$ cat config.mk
export PLATFORM = sky130hd
export DESIGN_NAME = mult_accum_flat
export DESIGN_NICKNAME = d
export VERILOG_FILES = /design/src/rtl/mult_accum_if.sv /design/src/rtl/mult_accum.sv /design/src/flat_wrapper.sv
export SDC_FILE = /design/constraint.sdc
export NUM_CORES = 1
export LEC_CHECK = 0
export CELL_PAD_IN_SITES_DETAIL_PLACEMENT = 0
export CELL_PAD_IN_SITES_GLOBAL_PLACEMENT = 1
export CORE_AREA = 2 2 57 59
export DETAILED_ROUTE_END_ITERATION = 8
export DIE_AREA = 0 0 59 61
export DONT_BUFFER_PORTS = 1
export PLACE_DENSITY = 0.91
export SKIP_LAST_GASP = 1
export SYNTH_ARGS = -nofsm -noshare
export SYNTH_HDL_FRONTEND = slang
export SYNTH_SLANG_ARGS = --single-unit
$ cat constraint.sdc
create_clock -name clk -period 2.95 [get_ports clk]
set_clock_uncertainty 0.05 [all_clocks]
set_input_delay 0 -clock clk [delete_from_list [all_inputs] [get_ports clk]]
set_output_delay 0 -clock clk [all_outputs]
set_load 0.02 [all_outputs]
$ cat src/rtl/mult_accum_if.sv
// Product-in / group-sum-out handshake bundle for mult_accum.
interface mult_accum_if #(
  parameter int PW = 8,
  parameter int AW = 10
);
  logic          in_valid;
  logic          in_ready;
  logic [PW-1:0] in_p;
  logic          out_valid;
  logic          out_ready;
  logic [AW-1:0] out_sum;
  logic          out_ovf;

  modport master (
    output in_valid, in_p, out_ready,
    input  in_ready, out_valid, out_sum, out_ovf
  );

  modport slave (
    input  in_valid, in_p, out_ready,
    output in_ready, out_valid, out_sum, out_ovf
  );
endinterface

$ cat src/rtl/mult_accum.sv
// Sums each group of COUNT products into a one-entry output register;
// the next group accumulates while the previous result is still pending.
module mult_accum #(
  parameter int PW    = 8,
  parameter int AW    = 10,
  parameter int COUNT = 8
) (
  input  logic        clk,
  input  logic        rst_n,
  input  logic        clr,
  mult_accum_if.slave bus
);
  localparam int CW = (COUNT > 2) ? $clog2(COUNT) : 1;

  logic [AW-1:0] acc;
  logic [CW-1:0] cnt;
  logic          ovf_acc;
  logic [AW-1:0] sum_q;
  logic          ovf_q;
  logic          valid_q;

  logic [AW:0]   sum_ext;
  logic          carry;
  logic          last;
  logic          ready;
  logic          in_fire;
  logic          out_fire;

  assign sum_ext  = {1'b0, acc} + {{(AW + 1 - PW){1'b0}}, bus.in_p};
  assign carry    = sum_ext[AW];
  assign last     = (cnt == CW'(COUNT - 1));
  // Stall only when the final beat would overwrite a result that is not draining.
  assign ready    = !clr && !(last && valid_q && !bus.out_ready);
  assign in_fire  = bus.in_valid && ready;
  assign out_fire = valid_q && bus.out_ready;

  assign bus.in_ready  = ready;
  assign bus.out_valid = valid_q;
  assign bus.out_sum   = sum_q;
  assign bus.out_ovf   = ovf_q;

  always_ff @(posedge clk or negedge rst_n) begin
    if (!rst_n) begin
      acc     <= '0;
      cnt     <= '0;
      ovf_acc <= 1'b0;
    end else if (clr) begin
      acc     <= '0;
      cnt     <= '0;
      ovf_acc <= 1'b0;
    end else if (in_fire) begin
      if (last) begin
        acc     <= '0;
        cnt     <= '0;
        ovf_acc <= 1'b0;
      end else begin
        acc     <= sum_ext[AW-1:0];
        cnt     <= cnt + 1'b1;
        ovf_acc <= ovf_acc | carry;
      end
    end
  end

  always_ff @(posedge clk or negedge rst_n) begin
    if (!rst_n) begin
      sum_q   <= '0;
      ovf_q   <= 1'b0;
      valid_q <= 1'b0;
    end else if (in_fire && last) begin
      sum_q   <= sum_ext[AW-1:0];
      ovf_q   <= ovf_acc | carry;
      valid_q <= 1'b1;
    end else if (out_fire) begin
      valid_q <= 1'b0;
    end
  end
endmodule

$ cat src/flat_wrapper.sv
// flat-port wrapper written by rule: the top's interface ports become plain ports
module mult_accum_flat 
#(
  parameter int PW    = 8,
  parameter int AW    = 10,
  parameter int COUNT = 8
)
  (clk, rst_n, clr, bus_in_valid, bus_in_p, bus_out_ready, bus_in_ready, bus_out_valid, bus_out_sum, bus_out_ovf);
  mult_accum_if #(.PW(PW), .AW(AW)) bus_i ();
  input  logic clk;
  input  logic rst_n;
  input  logic clr;
  input wire logic [$bits(bus_i.in_valid)-1:0] bus_in_valid;
  input wire logic [$bits(bus_i.in_p)-1:0] bus_in_p;
  input wire logic [$bits(bus_i.out_ready)-1:0] bus_out_ready;
  output wire logic [$bits(bus_i.in_ready)-1:0] bus_in_ready;
  output wire logic [$bits(bus_i.out_valid)-1:0] bus_out_valid;
  output wire logic [$bits(bus_i.out_sum)-1:0] bus_out_sum;
  output wire logic [$bits(bus_i.out_ovf)-1:0] bus_out_ovf;
  assign bus_i.in_valid = bus_in_valid;
  assign bus_i.in_p = bus_in_p;
  assign bus_i.out_ready = bus_out_ready;
  assign bus_in_ready = bus_i.in_ready;
  assign bus_out_valid = bus_i.out_valid;
  assign bus_out_sum = bus_i.out_sum;
  assign bus_out_ovf = bus_i.out_ovf;
  mult_accum #(.PW(PW), .AW(AW), .COUNT(COUNT)) u_core (.clk(clk), .rst_n(rst_n), .clr(clr), .bus(bus_i));
endmodule
* Word-level counts from Yosys, hierarchy flattened *
Index checks and enable logic that the tools add are counted.

cells by class
  bitwise logic cells = 1
  add/sub/neg operators = 2
  reduce and logical (&&, ||, !) cells = 11
  muxes and demuxes = 11
  eq/ne operators = 1

operators with widths
  kind                   number
  $mux W10               3
  $add A10 B8 Y11        1
  $mux W3                3
  $logic_and A1 B1 Y1    6
  $mux W1                5
  $reduce_bool A2 Y1     2
  $add A3 B1 Y3 const B  1
  $eq A3 B3 Y1 const B   1
  $logic_not A1 Y1       3
  $or A1 B1 Y1           1

word-level totals
  output and inout port bits = 13
  input port bits = 13
  bits in registers = 26
  word-level logic and storage cells = 32

* Logic depth before layout (Yosys ltp) *
Gate-level depths: netlist of the first run.

  depth after elaboration = 8
  gate-level depth with buffers = 7

* Least setup slack after synthesis of the first run *
Ideal clock, no wire load.

  path kind = register -> register
  start = reg u_core.acc[0]
  end = reg u_core.acc[6]
  required time = 2.778 ns
  path buffers = 0
  period minus slack after synthesis = 1.925 ns
  data arrival time = 1.754 ns
  cell stages (with the launch flop) = 7
  slack = 1.025 ns
  cells stage by stage = dfrtp_1 ha_1 fa_1 nand3_1 a21oi_1 or3_1 a32o_1

between the ends
  word-level cells in the longest chain between the ends = 4

ends and longest elaborated chain
  element                 RTL line          RTL
  from (decl)             mult_accum.sv:15  logic [AW-1:0] acc;
  from (signal assigned)  mult_accum.sv:57  acc <= sum_ext[AW-1:0];
  $add A10 B8 Y11         mult_accum.sv:29  assign sum_ext = {1'b0, acc} + {{(AW + 1 - PW){1'b0}}, bus.in_p};
  $mux W10                mult_accum.sv:52  if (last) begin
  $mux W10                mult_accum.sv:51  end else if (in_fire) begin
  $mux W10                mult_accum.sv:47  end else if (clr) begin

Every way passes these cells. The select of a mux whose other input is x is not followed.
A chain may end at the register's enable or synchronous reset.

* Worst setup path after layout of the first run *
Same ends and word-level chain as after synthesis.

==> impl_metrics.toml, run 1 <==
[status]
status = "complete, no violations"

[logic_synthesis]
synth_fp_nets = 168
synth_top_area_share_pct = 44.87
synth-seq-cells = 26
ys_seq_area_share_pct = 44.87
syn-cell-area_mm2 = 0.001450
synth-async-reset-ratio_pct = 100.0
yosysMostFrequentCell = "dfrtp_1"
ys_top_cells_by_area = "dfrtp_1 (45%), ha_1 (8.6%), nand2_1 (4.4%)"
syn_area_per_cell_um2 = 10.07
synthTopCellsByCount = "dfrtp_1 (26), nand2_1 (17), o21ai_0 (12)"
synth_area_leader_cell = "dfrtp_1"
synth_cell_types = 36
synthFlopType = "dfrtp_1"
netlist_instances = 144
ys_warn_count = 0
synth_edf_count = 0

[min_path]
hp-start = "bus_in_valid"
hp-class = "input pin to register"
hold_depth = 4
worst_hold_path.endpoint = "u_core.acc[8]$_DFFE_PN0P_"

[setup_path]
required_ns = 3.14
crit_type = "register to register"
regToRegSetupSlack_ns = 0.87
cp-start-kind = "register"
r2r_cells = 6
cp_max_fo = 3
r2r-start = "u_core.acc[0]$_DFFE_PN0P_"
worstReg2RegEnd = "u_core.acc[6]$_DFFE_PN0P_"
crit_start = "u_core.acc[0]$_DFFE_PN0P_"
end_kind = "register"
cp.arrival_ns = 2.27

[clocking]
cts_tree = "built"
cts_resized = 0
cts_root_buf = "clkbuf_4"
htreeDepth = 1
clk_latency_ns = 0.33
cts_buffers = 3
cts_setup_buffers = 0
cts.sinks = 26
cts_buffer_depth = 2
cts.clk_slew.worst_paths_ns = 0.15

[floorplanning]
die_x_um = 59
initial_utilization_pct = 49.11
rows = 20
die_y_um = 61
fp.coreArea_mm2 = 0.002953
io_pins = 26
dieArea_mm2 = 0.003599

[timing]
finalSetupViolations = 0
fin_crit_sh_pct = 70.41
drv_slew = 0
setup_tns_ns = 0
finalWorstSetupSlack_ns = 0.8730
slew_headroom_pct = 65.84
rsz0062_at_grt = "no"
fmax_mhz = 481.5
layout_min_cycle_time_ns = 2.077
timing.hold.ws_ns = 0.02485
tightest_slew_ns = 0.5124
hold_violations = 0

[grt]
grt_overflow_total = 0
grt_pass1_wl_um = 5423
grt_max_degree = 27
grt_pass1_vias = 1204
antenna_found_initial = 0
track_usage_pct = 20.38

[drt]
wirelength_um = 3214
ant_nets = 0
dr.first_iter.drc_count = 52
vias = 1150
dr.pass1.iters = 4
drc = 0
routedWlPerCell_um = 17.19
routed_via_density = 6.150

[placed_design]
io_buffers = 0
place_ws_ns = 0.9220
dpl.hpwl_um = 2261
gp_congestion = 0.8709

[flow_run]
max-cap-violations = 0

[finish]
antennaDiodeCount = 0
syn_to_final_growth_pct = 12.51
nets = 179
fin_util_pct = 55.25
layout-drive-gt1-share_pct = 11.04

[power]
power-per-cell-area_mw_per_mm2 = 529.6
p_leak_nw = 0.7898
ir_worst_vdd_mv = 0.1973
p_total_w = 0.0008641
worst max-delay path, stage by stage (launching register included):
cell and delay (ns):
dfrtp_1 0.41, ha_1 0.23, fa_1 0.43, nand3_1 0.16
a21oi_1 0.10, or3_1 0.34, a32o_1 0.27
repair_timing:
action / 4_1_cts / 5_1_grt
hold buffers: 8 / 0
setup endpoints to repair: 0 / 0
endpoints found under the hold margin: 37 / 0
area by class of cell:
type                       count  area [um^2]
inverter                       2        7.507
timing repair buffer          10        105.1
clock buffer                   3        22.52
sequential                    26        650.6
clock inverter                 1        30.03
multi-input combinational    112        774.5
tap                           33        41.29
fill                         279         1321
worst max path at each step:
stage / end / slack (ns) / cells past startpoint
global placement: u_core.acc[6]$_DFFE_PN0P_ / 0.97 / 6
global route: u_core.cnt[2]$_DFFE_PN0P_ / 0.75 / 5
floorplan: u_core.acc[6]$_DFFE_PN0P_ / 1.02 / 6
CTS: u_core.acc[6]$_DFFE_PN0P_ / 0.89 / 6
detailed placement: u_core.acc[6]$_DFFE_PN0P_ / 0.92 / 6
finish: u_core.acc[6]$_DFFE_PN0P_ / 0.87 / 6
kinds of logic after synthesis:
group           after synthesis  synth area share (%)
compound gates               47                 22.69
simple gates                 47                 15.96
flops                        26                 44.87
fa+ha+maj                    11                 10.01
buf+inv                       6                 1.726
xor+xnor                      4                 2.416
mux                           3                 2.329
sequential cells by signal, summed over array words and instances (netlist names):
register,flops
u_core.ovf_acc,1
u_core.bus.out_ovf,1
u_core.cnt,3
u_core.acc,10
u_core.bus.out_sum,10
u_core.bus.out_valid,1
where the power goes:
part,total (W),internal [W],leakage (nW),switching [W]
combinational,0.000202,0.0000856,0.407,0.000116
sequential,0.000409,0.000385,0.355,0.0000245
clock,0.000252,0.000138,0.0279,0.000115
total,0.000864,0.000608,0.790,0.000256
cells in the final DEF (no fill, tap or decap), drive strengths merged, types with 5 or more instances in the layout:
master       count
nand2           17
dlygate4sd3      7
ha              10
a21oi           11
nor2             7
dfrtp           26
nand3            5
o21ai           12
nand2b           5
a22o             6
o211ai           5
per-layer routing:
metal | track usage, % | part of all wire (%) | up-vias | wire length (um)
met3 | 4.478 | 4.9 | 7 | 158
met2 | 33.33 | 48 | 31 | 1558
met4 | 10.06 | 1.8 | 0 | 58
met5 | 0 | 0 | - | 0
li1 | - | - | 552 | -
met1 | 25.64 | 45 | 560 | 1438
metrics by stage:
step / area [um^2] / std cells
after CTS: 1632 / 187
after global routing: 1632 / 187
after global placement: 1489 / 175
after detailed placement: 1489 / 175
after floorplan: 1450 / 144
final: 1632 / 187
No activity file was read; power rests on OpenSTA's default activity.
==> run 2: changes to the inputs <==
--- a/config.mk
+++ b/config.mk
@@ -5,13 +5,14 @@
 export SDC_FILE = /design/constraint.sdc
 export NUM_CORES = 1
 export LEC_CHECK = 0
+export ABC_AREA = 1
 export CELL_PAD_IN_SITES_DETAIL_PLACEMENT = 0
 export CELL_PAD_IN_SITES_GLOBAL_PLACEMENT = 1
-export CORE_AREA = 2 2 57 59
+export CORE_AREA = 2 2 61 63
 export DETAILED_ROUTE_END_ITERATION = 8
-export DIE_AREA = 0 0 59 61
+export DIE_AREA = 0 0 63 65
 export DONT_BUFFER_PORTS = 1
-export PLACE_DENSITY = 0.91
+export PLACE_DENSITY = 0.87
 export SKIP_LAST_GASP = 1
 export SYNTH_ARGS = -nofsm -noshare
 export SYNTH_HDL_FRONTEND = slang
==> constraint.sdc (replaced) <==
create_clock -name clk -period 2.01 [get_ports clk]
set_clock_uncertainty 0.05 [all_clocks]
set_input_delay 0 -clock clk [delete_from_list [all_inputs] [get_ports clk]]
set_output_delay 0 -clock clk [all_outputs]
set_load 0.02 [all_outputs]
==> impl_metrics.toml, run 2 <==
[timing]
layout_min_cycle_time_ns = 1.874
fin_crit_sh_pct = 93.24
timing.hold.ws_ns = 0.01898
fmax_mhz = 533.6
setup_tns_ns = 0
finalSetupViolations = 0
drv_slew = 0
hold_violations = 0
slew_headroom_pct = 74.47
rsz0062_at_grt = "no"
tightest_slew_ns = 0.3825

[grt]
track_usage_pct = 17.62
grt_busiest_layer = "met2"
met2_usage_pct = 31.25
grt_pass1_wl_um = 5733
antenna_found_initial = 0
grt_max_degree = 27
grt_pass1_vias = 1303
use_met3_pct = 2.257
grt_overflow_total = 0
use_met1_pct = 21.59

[logic_synthesis]
ys_top_cells_by_area = "dfrtp_1 (43%), nand2_1 (16%), nand3_1 (10%)"
synthFlopType = "dfrtp_1"
synth_fp_nets = 213
synth_mux_area_share_pct = 0
syn_area_per_cell_um2 = 7.964
yosysMostFrequentCell = "nand2_1"
synth_area_leader_cell = "dfrtp_1"
netlist_instances = 189
synth_top_family_by_area = "simple AND/OR/NAND/NOR gates"
synth_cell_types = 22
synth_edf_count = 0
synth_xor_area_share_pct = 1.746
synthTopCellsByCount = "nand2_1 (64), nand3_1 (31), dfrtp_1 (26)"
synth_top_area_share_pct = 43.23
synth-async-reset-ratio_pct = 100.0
yosys.area_share.simple_pct = 31.01
ys_warn_count = 0
synth-seq-cells = 26
synth_compound_area_share_pct = 7.814
ys_seq_area_share_pct = 43.23
syn-cell-area_mm2 = 0.001505
synthAdderAreaFrac_pct = 9.643

[drt]
wirelength_um = 3181
routed_via_density = 4.964
ant_nets = 0
dr.pass1.iters = 4
vias = 1251
drc = 0
dr.first_iter.drc_count = 47
routedWlPerCell_um = 12.62

[clocking]
cts.sinks = 26
htreeDepth = 1
cts_buffers = 3
cts.clk_slew.worst_paths_ns = 0.15
cts_tree = "built"
cts_root_buf = "clkbuf_4"
cts_buffer_depth = 2
clk_latency_ns = 0.33

[floorplanning]
io_pins = 26
initial_utilization_pct = 43.06
rows = 22
die_x_um = 63
fp.coreArea_mm2 = 0.003496
die_y_um = 65
dieArea_mm2 = 0.004095

[finish]
final-instance-count-excl-fill = 252
antennaDiodeCount = 0
fillers = 345
fin_util_pct = 50.29
register_area_um2 = 650.6
multi_input_area_um2 = 763.2
syn_to_final_growth_pct = 16.79
final_common_cell = "nand2_1"
mostFrequentLayoutCells = "nand2_1 (64), nand3_1 (31), dfrtp_1 (26)"
layout-drive-gt1-share_pct = 8.824
nets = 229

[power]
power-per-cell-area_mw_per_mm2 = 789.9
switching_share_pct = 32.44
ir_worst_vdd_mv = 0.3051
seqPwrFrac_pct = 47.1
power_frac_clock_pct = 26.1
p_sw_w = 0.0004504
p_leak_nw = 0.9598
pwr-share-comb_pct = 26.8
internal_power_w = 0.0009382

[setup_path]
r2r_cells = 6
crit_type = "register to register"
required_ns = 2.24
cp.arrival_ns = 2.10
end_kind = "register"
cp_max_fo = 5
cp-start-kind = "register"

[status]
status = "complete, no violations"

[placed_design]
dpl.hpwl_um = 2450
gp_congestion = 0.7563
io_buffers = 0
place_inst = 237

[min_path]
hp-class = "input pin to asynchronous set/reset pin"

[flow_run]
max-cap-violations = 0
-- run 2: final timing paths --
| kind | start | to | slack [ns] |
|---|---|---|---|
| setup / recovery | u_core.cnt[0]$_DFFE_PN0P_ | u_core.cnt[2]$_DFFE_PN0P_ | 0.14 |
| hold / removal | rst_n | u_core.bus.out_valid$_DFFE_PN0P_ | 0.02 |
| setup reg to reg | u_core.cnt[0]$_DFFE_PN0P_ | u_core.cnt[2]$_DFFE_PN0P_ | 0.14 |
| hold reg to reg | u_core.cnt[0]$_DFFE_PN0P_ | u_core.cnt[0]$_DFFE_PN0P_ | 0.47 |
| max in group asynchronous | rst_n | u_core.acc[7]$_DFFE_PN0P_ | 1.72 |
| min in group clk | bus_in_p[7] | u_core.bus.out_sum[7]$_DFFE_PN0P_ | 0.02 |
-- run 2: stage by stage --
| stage | setup WS [ns] | area [um^2] | power, W |
|---|---|---|---|
| after floorplan | 0.2587 | 1505 | 0.0009149 |
| after detailed placement | 0.1589 | 1580 | 0.0009907 |
| after global routing | 0.01758 | 1758 | 0.001500 |
| final | 0.1359 | 1758 | 0.001389 |
| after CTS | 0.06597 | 1743 | 0.001400 |
| after global placement | 0.1538 | 1580 | 0.0009809 |
-- run 2: final cells by class --
class | instances | share of cell area [%]
clock inverters | 1 | 1.708
multi-input cells | 139 | 43.42
inverters | 21 | 4.484
repair buffers | 14 | 8.683
clock buffers | 3 | 1.281
well taps | 48 | 3.416
flip-flops and latches | 26 | 37.01
-- run 2: worst max-delay path, cell delays in order, from the launching register on --
cell and delay (ns):
dfrtp_1 0.43, ha_1 0.22, ha_2 0.21, a31oi_4 0.20, dlygate4sd3_1 0.59, nand3_1 0.06
nand2_1 0.08
-- run 2: power groups by stage --
stage	Sequential [W]	Clock, W	Combinational [W]
floorplan	0.000648	0	0.000267
global route	0.000664	0.000406	0.000431
finish	0.000654	0.000362	0.000372
detailed placement	0.000665	0	0.000326
CTS	0.000654	0.000382	0.000364
global placement	0.000661	0	0.000320
-- run 2: metal layers --
layer,part of all wire [%],routed length [um]
met1,46,1472
met2,50,1576
met3,3.3,105
met4,0.85,27
met5,0,0
-- run 2: cell families (layout without fill, tap and decap cells) --
kind of cell               count (synthesis)  count (layout)
DFF                                       26              26
buffers and inverters                     24              39
and+or+nand+nor                          108             108
AOI/OAI and AO/OA                         17              17
adders and majority gates                 11              11
xor gates and xnor gates                   3               3
-- run 2: what timing repair did --
action                                  4_1_cts  5_1_grt
gates resized for setup                       0        3
endpoints found under the hold margin        48        0
endpoints found under the setup margin        0        5
hold buffers                                 10        0
buffers inserted                              0        1
